`src/rtl/uart_pkg.sv`:
```
// Shared types and constants for the uart1rx receiver.
// Frame: 1 start, 8 data LSB first, 1 stop.
package uart_pkg;

  typedef enum logic [2:0] {
    IDLE,
    START,
    DATA,
    STOP,
    WAIT_HIGH
  } state_t;

  localparam int DATA_BITS = 8;

  function automatic int half_div(input int div);
    return div / 2;
  endfunction

endpackage

```
`src/rtl/uart1rx_if.sv`:
```
// CPU-side view of the receiver: serial line in,
// last byte and sticky interrupt out.
interface uart1rx_if;
  import uart_pkg::*;

  logic                 rx;
  logic                 interrupt_clear;
  logic [DATA_BITS-1:0] data;
  logic                 interrupt;

  modport master (
    output rx,
    output interrupt_clear,
    input  data,
    input  interrupt
  );

  modport slave (
    input  rx,
    input  interrupt_clear,
    output data,
    output interrupt
  );

endinterface

```
`src/rtl/uart1rx_sync_2ff.sv`:
```
// Two-flop synchronizer for an asynchronous input,
// with a configurable reset value.
module sync_2ff #(
  parameter logic RESET_VAL = 1'b1
) (
  input  logic clk,
  input  logic reset,
  input  logic d,
  output logic q
);

  logic [1:0] ff;

  always_ff @(posedge clk or posedge reset) begin
    if (reset) begin
      ff <= {2{RESET_VAL}};
    end else begin
      ff <= {ff[0], d};
    end
  end

  assign q = ff[1];

endmodule

```
`src/rtl/uart1rx.sv`:
```
// 8N1 UART receiver with mid-bit sampling via a
// per-bit divider and a sticky byte-received flag.
module uart1rx
  import uart_pkg::*;
#(
  parameter int CLOCK_DIV          = 16,
  parameter int CLOCK_COUNTER_BITS = 8
) (
  input  logic      clk,
  input  logic      reset,
  uart1rx_if.slave  bus
);

  localparam int W    = CLOCK_COUNTER_BITS;
  localparam int HALF = half_div(CLOCK_DIV);
  localparam int BW   = $clog2(DATA_BITS);

  localparam logic [W-1:0]  HALF_END = W'(HALF - 1);
  localparam logic [W-1:0]  BIT_END  = W'(CLOCK_DIV - 1);
  localparam logic [BW-1:0] LAST_BIT = BW'(DATA_BITS - 1);

  logic                 rx_s;
  state_t               state;
  state_t               next;
  logic [W-1:0]         div;
  logic [BW-1:0]        bit_cnt;
  logic [DATA_BITS-1:0] shift;
  logic [DATA_BITS-1:0] data_q;
  logic                 irq;
  logic                 sample;
  logic                 div_clr;
  logic                 shift_en;
  logic                 load;

  sync_2ff #(
    .RESET_VAL(1'b1)
  ) u_sync (
    .clk  (clk),
    .reset(reset),
    .d    (bus.rx),
    .q    (rx_s)
  );

  always_ff @(posedge clk or posedge reset) begin
    if (reset) begin
      state <= IDLE;
    end else begin
      state <= next;
    end
  end

  always_comb begin
    next = state;
    unique case (state)
      IDLE:      if (!rx_s) next = START;
      START:     if (sample) next = rx_s ? IDLE : DATA;
      DATA:      if (sample && bit_cnt == LAST_BIT) next = STOP;
      STOP:      if (sample) next = rx_s ? IDLE : WAIT_HIGH;
      WAIT_HIGH: if (rx_s) next = IDLE;
      default:   next = IDLE;
    endcase
  end

  // Divider is held at zero outside the timed states.
  always_comb begin
    sample   = 1'b0;
    div_clr  = 1'b1;
    shift_en = 1'b0;
    load     = 1'b0;
    unique case (state)
      START: begin
        sample  = (div == HALF_END);
        div_clr = sample;
      end
      DATA: begin
        sample   = (div == BIT_END);
        div_clr  = sample;
        shift_en = sample;
      end
      STOP: begin
        sample  = (div == BIT_END);
        div_clr = sample;
        load    = sample && rx_s;
      end
      default: ;
    endcase
  end

  always_ff @(posedge clk or posedge reset) begin
    if (reset) begin
      div     <= '0;
      bit_cnt <= '0;
      shift   <= '0;
      data_q  <= '0;
      irq     <= 1'b0;
    end else begin
      div <= div_clr ? '0 : div + 1'b1;
      if (state == START) begin
        bit_cnt <= '0;
      end else if (shift_en) begin
        bit_cnt <= bit_cnt + 1'b1;
      end
      if (shift_en) begin
        shift <= {rx_s, shift[DATA_BITS-1:1]};
      end
      if (load) begin
        data_q <= shift;
      end
      // A completing byte beats a simultaneous clear.
      if (load) begin
        irq <= 1'b1;
      end else if (bus.interrupt_clear) begin
        irq <= 1'b0;
      end
    end
  end

  assign bus.data      = data_q;
  assign bus.interrupt = irq;

endmodule

```
`src/flat_wrapper.sv`:
```
// flat-port wrapper written by rule: the top's interface ports become plain ports
module uart1rx_flat import uart_pkg::*;
#(
  parameter int CLOCK_DIV          = 16,
  parameter int CLOCK_COUNTER_BITS = 8
)
  (clk, reset, bus_rx, bus_interrupt_clear, bus_data, bus_interrupt);
  uart1rx_if bus_i ();
  input  logic clk;
  input  logic reset;
  input wire logic [$bits(bus_i.rx)-1:0] bus_rx;
  input wire logic [$bits(bus_i.interrupt_clear)-1:0] bus_interrupt_clear;
  output wire logic [$bits(bus_i.data)-1:0] bus_data;
  output wire logic [$bits(bus_i.interrupt)-1:0] bus_interrupt;
  assign bus_i.rx = bus_rx;
  assign bus_i.interrupt_clear = bus_interrupt_clear;
  assign bus_data = bus_i.data;
  assign bus_interrupt = bus_i.interrupt;
  uart1rx #(.CLOCK_DIV(CLOCK_DIV), .CLOCK_COUNTER_BITS(CLOCK_COUNTER_BITS)) u_core (.clk(clk), .reset(reset), .bus(bus_i));
endmodule
```
`config.mk`:
```
export PLATFORM = sky130hd
export DESIGN_NAME = uart1rx_flat
export DESIGN_NICKNAME = d
export VERILOG_FILES = /design/src/rtl/uart_pkg.sv /design/src/rtl/uart1rx_if.sv /design/src/rtl/uart1rx_sync_2ff.sv /design/src/rtl/uart1rx.sv /design/src/flat_wrapper.sv
export SDC_FILE = /design/constraint.sdc
export NUM_CORES = 1
export LEC_CHECK = 0
export BUFFER_PORTS_ARGS = -buffer_cell sky130_fd_sc_hd__buf_2
export CAP_MARGIN = 20
export CORE_MARGIN = 2
export CORE_UTILIZATION = 61
export DETAILED_ROUTE_END_ITERATION = 12
export PLACE_DENSITY = 0.86
export SLEW_MARGIN = 15
export SYNTH_ARGS = -nofsm -noshare
export SYNTH_HDL_FRONTEND = slang
export SYNTH_SLANG_ARGS = --single-unit
```
`constraint.sdc`:
```
create_clock -name clk -period 5.3 [get_ports clk]
set_clock_uncertainty 0.15 [all_clocks]
set_input_delay 0 -clock clk [delete_from_list [all_inputs] [get_ports clk]]
set_output_delay 0 -clock clk [all_outputs]
set_load 0.05 [all_outputs]
```
After elaboration in Yosys (flattened, before gate mapping)
Cells that the tools add are included.

Input port bits: 4. Output and inout bits: 9. Flip-flop bits (word level): 33. Logic and storage cells: 45.

Equal/unequal tests: 12. Add/sub/neg operators: 2. Reduce and logical (&&, ||, !) cells: 7. Multiplexer cells: 17.

Operators by type and width (count): two-way mux 3 bit (8); case mux 3 bit (5 select lines) (1); adder 8 x 1 -> 8 bit (second input constant) (1); == test 8 x 3 -> 1 bit (second input constant) (1); == test 8 x 4 -> 1 bit (second input constant) (1); two-way mux 8 bit (1); == test 3 x 2 -> 1 bit (second input constant) (2); == test 3 bit (second input constant) (2); != test 2 x 1 -> 1 bit (second input constant) (3); AND reduction 5 bit (1); two-way mux 1 bit (4); != test 2 bit (second input constant) (2); case mux 1 bit (2 select lines) (2); nonzero test 2 bit (2); adder 3 x 1 -> 3 bit (second input constant) (1); == test 3 x 1 -> 1 bit (second input constant) (1); zero test 3 bit (1); logical AND 1 bit (2); two-way mux 2 bit (1); OR reduction 2 bit (1).

Logic depth before layout (Yosys ltp)
Depth after elaboration: 6. Gate-level depth with buffers: 6. Gate-level depth less buffers: 5.

Modules after synthesis
Synthesis repeated with hierarchy kept, for this count alone.

Cell total of the unflattened synthesis: 122. Area total of the unflattened synthesis: 1485.2 sq um.

Modules (own cells, without submodules): uart1rx (instances 1, cells each 119, area an instance 1428.9 sq um); sync_2ff (instances 1, cells each 3, area an instance 56.3 sq um).

Worst setup path before layout
OpenSTA, ideal clock, no wires.

Path kind: register to register. Start point: register u_core.div[5]. End point: register u_core.data_q[0] (netlist: u_core.bus.data[0]). Slack: 3.301 ns. Cell stages (with the launch flop): 6. Buffers on the path: 1. Period minus slack after synthesis: 1.999 ns. Arrival time: 1.725 ns. Cells stage by stage: dfrtp_1 or4b_1 buf_2 nor3_4 nand3_4 mux2_2.

Cells in the longest elaborated chain, start to end: 3.

RTL lines: from (decl) (line uart1rx.sv:25) `logic [W-1:0] div;`; from (signal assigned) (line uart1rx.sv:97) `div <= div_clr ? '0 : div + 1'b1;`; == test 8 x 4 -> 1 bit (line uart1rx.sv:81) `sample = (div == BIT_END);`; logical AND 1 bit (line uart1rx.sv:83) `load = sample && rx_s;`; two-way mux 1 bit (line uart1rx.sv:70) `unique case (state)`; to (signal assigned) (line uart1rx.sv:107) `data_q <= shift;`; to (decl) (line uart1rx.sv:28) `logic [DATA_BITS-1:0] data_q;`.

Every way passes these cells. A chain may end at the register's enable or synchronous reset.

Worst setup path after layout
Start point: register u_core.div[5]. End point: register u_core.data_q[6] (netlist: u_core.bus.data[6]).

The elaborated chain is that of the path after synthesis.

==> flow_summary.toml <==
[status]
status = "complete, no violations"

[logic_synthesis]
syn-cell-area_sq_mm = 0.00143
synth.top_cell.area_share = 0.541
synth_top_family_by_area = "simple AND/OR/NAND/NOR gates"
synthAdderAreaFrac = 0.0262
synth_compound_area_frac = 0.0541
muxShareOfSynthArea = 0.133
seq_area_frac_synth = 0.578
ys_top_cells_by_area = "dfrtp_1, mux2_2, dfstp_2"
synth-seq-cells = 33
yosys.area_share.simple = 0.140
yosys.area.top_type = "dfrtp_1"
syn-num-nets = 123
synthCells = 116
synth_cell_type_count = 29
avgSynthCellArea_sq_um = 12.4
synthXorXnorAreaFrac = 0.0428
yosys_warnings = 0

[placed_design]
dp_hpwl_um = 1770
place.port_buffers = 12
gp_congestion = 0.888

[worst_setup_path]
r2r_cells = 4
crit_fanout = 9
crit_type = "flip-flop to flip-flop"
slowest_stage = "or4b_1"
path_cells = "or4b_1 > nor3_4 > nand3_4 > mux2_2"
worst-path-stages = 4
crit_family = "simple AND/OR/NAND/NOR gates"
worstSetupStartpointType = "flip-flop"
cp-end-kind = "flip-flop"
arrival_ps = 2250
critPathBufInv = 0
critical_path_required_ps = 5370
critPathMaxStageDelay_ps = 680

[timing]
setup_viol_count_final = 0
fin_crit_sh = 0.411
finalSetupTns_ps = 0
rsz0062_at_grt = "false"
maxSlewHeadroom = 0.731
fmax_ghz = 0.459
tightestPinTransition_ps = 400
final_hold_viol_count = 0
period_needed_ps = 2180
finalMaxSlewViolations = 0

[cts]
clock-sinks = 33
cts_tree = "yes"
clk_pin_slew_ps = 90
cts_resized = 0
numCtsBuffers = 5
cts_buffer_depth = 2
insertion_delay_ps = 330
htree_levels = 2
cts_root_buffer = "clkbuf_4"

[finish]
n_antenna_cell = 0
final_common_cell = "dfrtp_1"
nets = 141
final_cell_mix = "dfrtp_1, mux2_2, nor2_1, buf_2"
n_fill_cell = 161
drive_gt1_frac = 0.311
syn_to_final_growth_pct = 13.8

[route]
drtIter0Drc = 20
viasPerCell = 5.77
drt-total-wl_um = 2400
dr.pass1.iters = 4
vias = 941
ant_nets = 0
wl_per_cell_um = 14.7
drcViolationCount = 0

[flow_run]
cap_violations = 0

[floorplanning]
die_area_sq_mm = 0.00275
start_util = 0.648
io_pins = 13
die_x_um = 52.5
die_h_um = 52.5
coreArea_sq_mm = 0.00221
rows = 17

[pwr]
power_density_mw_per_mm2 = 416
power_mw = 0.679
irDropWorstVdd_v = 0.000329
p_leak_nw = 0.824

[worst_hold_path]
hp-class = "input pin to async pin"

[global_routing]
grt_use_total = 0.215
grt_overflow = 0
grt_pass1_vias = 959
antenna_found_initial = 0
grt_pass1_wl_um = 4130
grt_max_degree = 25
-- area by class of cell --
type	count	area [sq um]	area share
clock buffer	7	55.1	0.0337
multi-input combinational	73	567	0.347
inverter	5	18.8	0.0115
tap	28	35.0	0.0215
sequential	33	828	0.508
clock inverter	1	30.0	0.0184
timing repair buffer	16	97.6	0.0598
-- cell families after synthesis --
family / count (synthesis)
and+or+nand+nor: 34
DFF: 33
muxes: 17
xor gates and xnor gates: 7
buffers and inverters: 10
adders and majority gates: 3
AOI/OAI and AO/OA: 12
-- worst reg2reg max path, stage by stage (launching register included) --
cell	delay (ps)
dfrtp_1	420
or4b_1	680
nor3_4	310
nand3_4	190
mux2_2	320
-- synth_stat cells --
cell type and number:
or4_1 1, and3_1 2, nand3_2 1, nor4_1 1, o21ai_0 4, ha_1 3, nand3_4 1, nor2_1 12
a211oi_1 3, nand2_1 4, clkbuf_1 4, nor4_2 1, mux2_2 16, nor3_1 2, xnor2_1 2, nand2b_1 1
dfrtp_1 31, nor3_4 1, mux2i_1 1, or4b_1 1, nand3_1 5, or3_1 1, buf_2 1, inv_1 5
a22oi_1 3, a21oi_1 1, xor2_1 5, dfstp_2 2, a21o_1 1
-- repair_timing --
item	CTS	global route
hold buffers	3	0
setup endpoints to repair	0	0
buffers inserted	0	0
hold endpoints to repair	33	0
-- metal layers --
layer / global-route usage / up-vias / share of wire
met5: 0 / - / 0
met4: 0.0897 / 0 / 0.015
met3: 0.0686 / 5 / 0.064
met2: 0.354 / 28 / 0.51
met1: 0.259 / 469 / 0.41
li1: - / 439 / -
-- sequential cells by signal, indices dropped and copies added, names as in the netlist --
| register | flops |
|---|---|
| u_core.state | 3 |
| u_core.shift | 8 |
| u_core.bus.interrupt | 1 |
| u_core.u_sync.ff | 2 |
| u_core.bus.data | 8 |
| u_core.div | 8 |
| u_core.bit_cnt | 3 |
-- metrics by stage --
| step | instances | instance area, sq um | hold slack (ps) | utilization | worst slack, ps |
|---|---|---|---|---|---|
| floorplan | 116 | 1430 | -146 | - | 3300 |
| global placement | 152 | 1520 | -171 | 0.686 | 3200 |
| detailed placement | 152 | 1520 | -152 | 0.686 | 3120 |
| CTS | 163 | 1630 | 41.6 | 0.738 | 3110 |
| global route | 163 | 1630 | 69.8 | 0.738 | 3020 |
| finish | 163 | 1630 | 28.7 | 0.738 | 3120 |
-- report_power, final --
part / switching [mW] / internal (mW) / total, mW
logic: 0.0949 / 0.0592 / 0.154
registers: 0.0467 / 0.286 / 0.333
clock network: 0.0798 / 0.113 / 0.192
-- final timing paths --
| check | start | to | slack [ps] |
|---|---|---|---|
| max | u_core.div[5]$_DFF_PP0_ | u_core.bus.data[6]$_DFFE_PP0P_ | 3120 |
| min | reset | u_core.bit_cnt[1]$_DFFE_PP0P_ | 30 |
| max in group asynchronous | reset | u_core.u_sync.ff[1]$_DFF_PP1_ | 4290 |
| min in group clk | bus_rx | u_core.u_sync.ff[0]$_DFF_PP1_ | 160 |
| min reg2reg | u_core.u_sync.ff[0]$_DFF_PP1_ | u_core.u_sync.ff[1]$_DFF_PP1_ | 220 |
| max reg2reg | u_core.div[5]$_DFF_PP0_ | u_core.bus.data[6]$_DFFE_PP0P_ | 3120 |
Power figures use the tool's default switching activity.
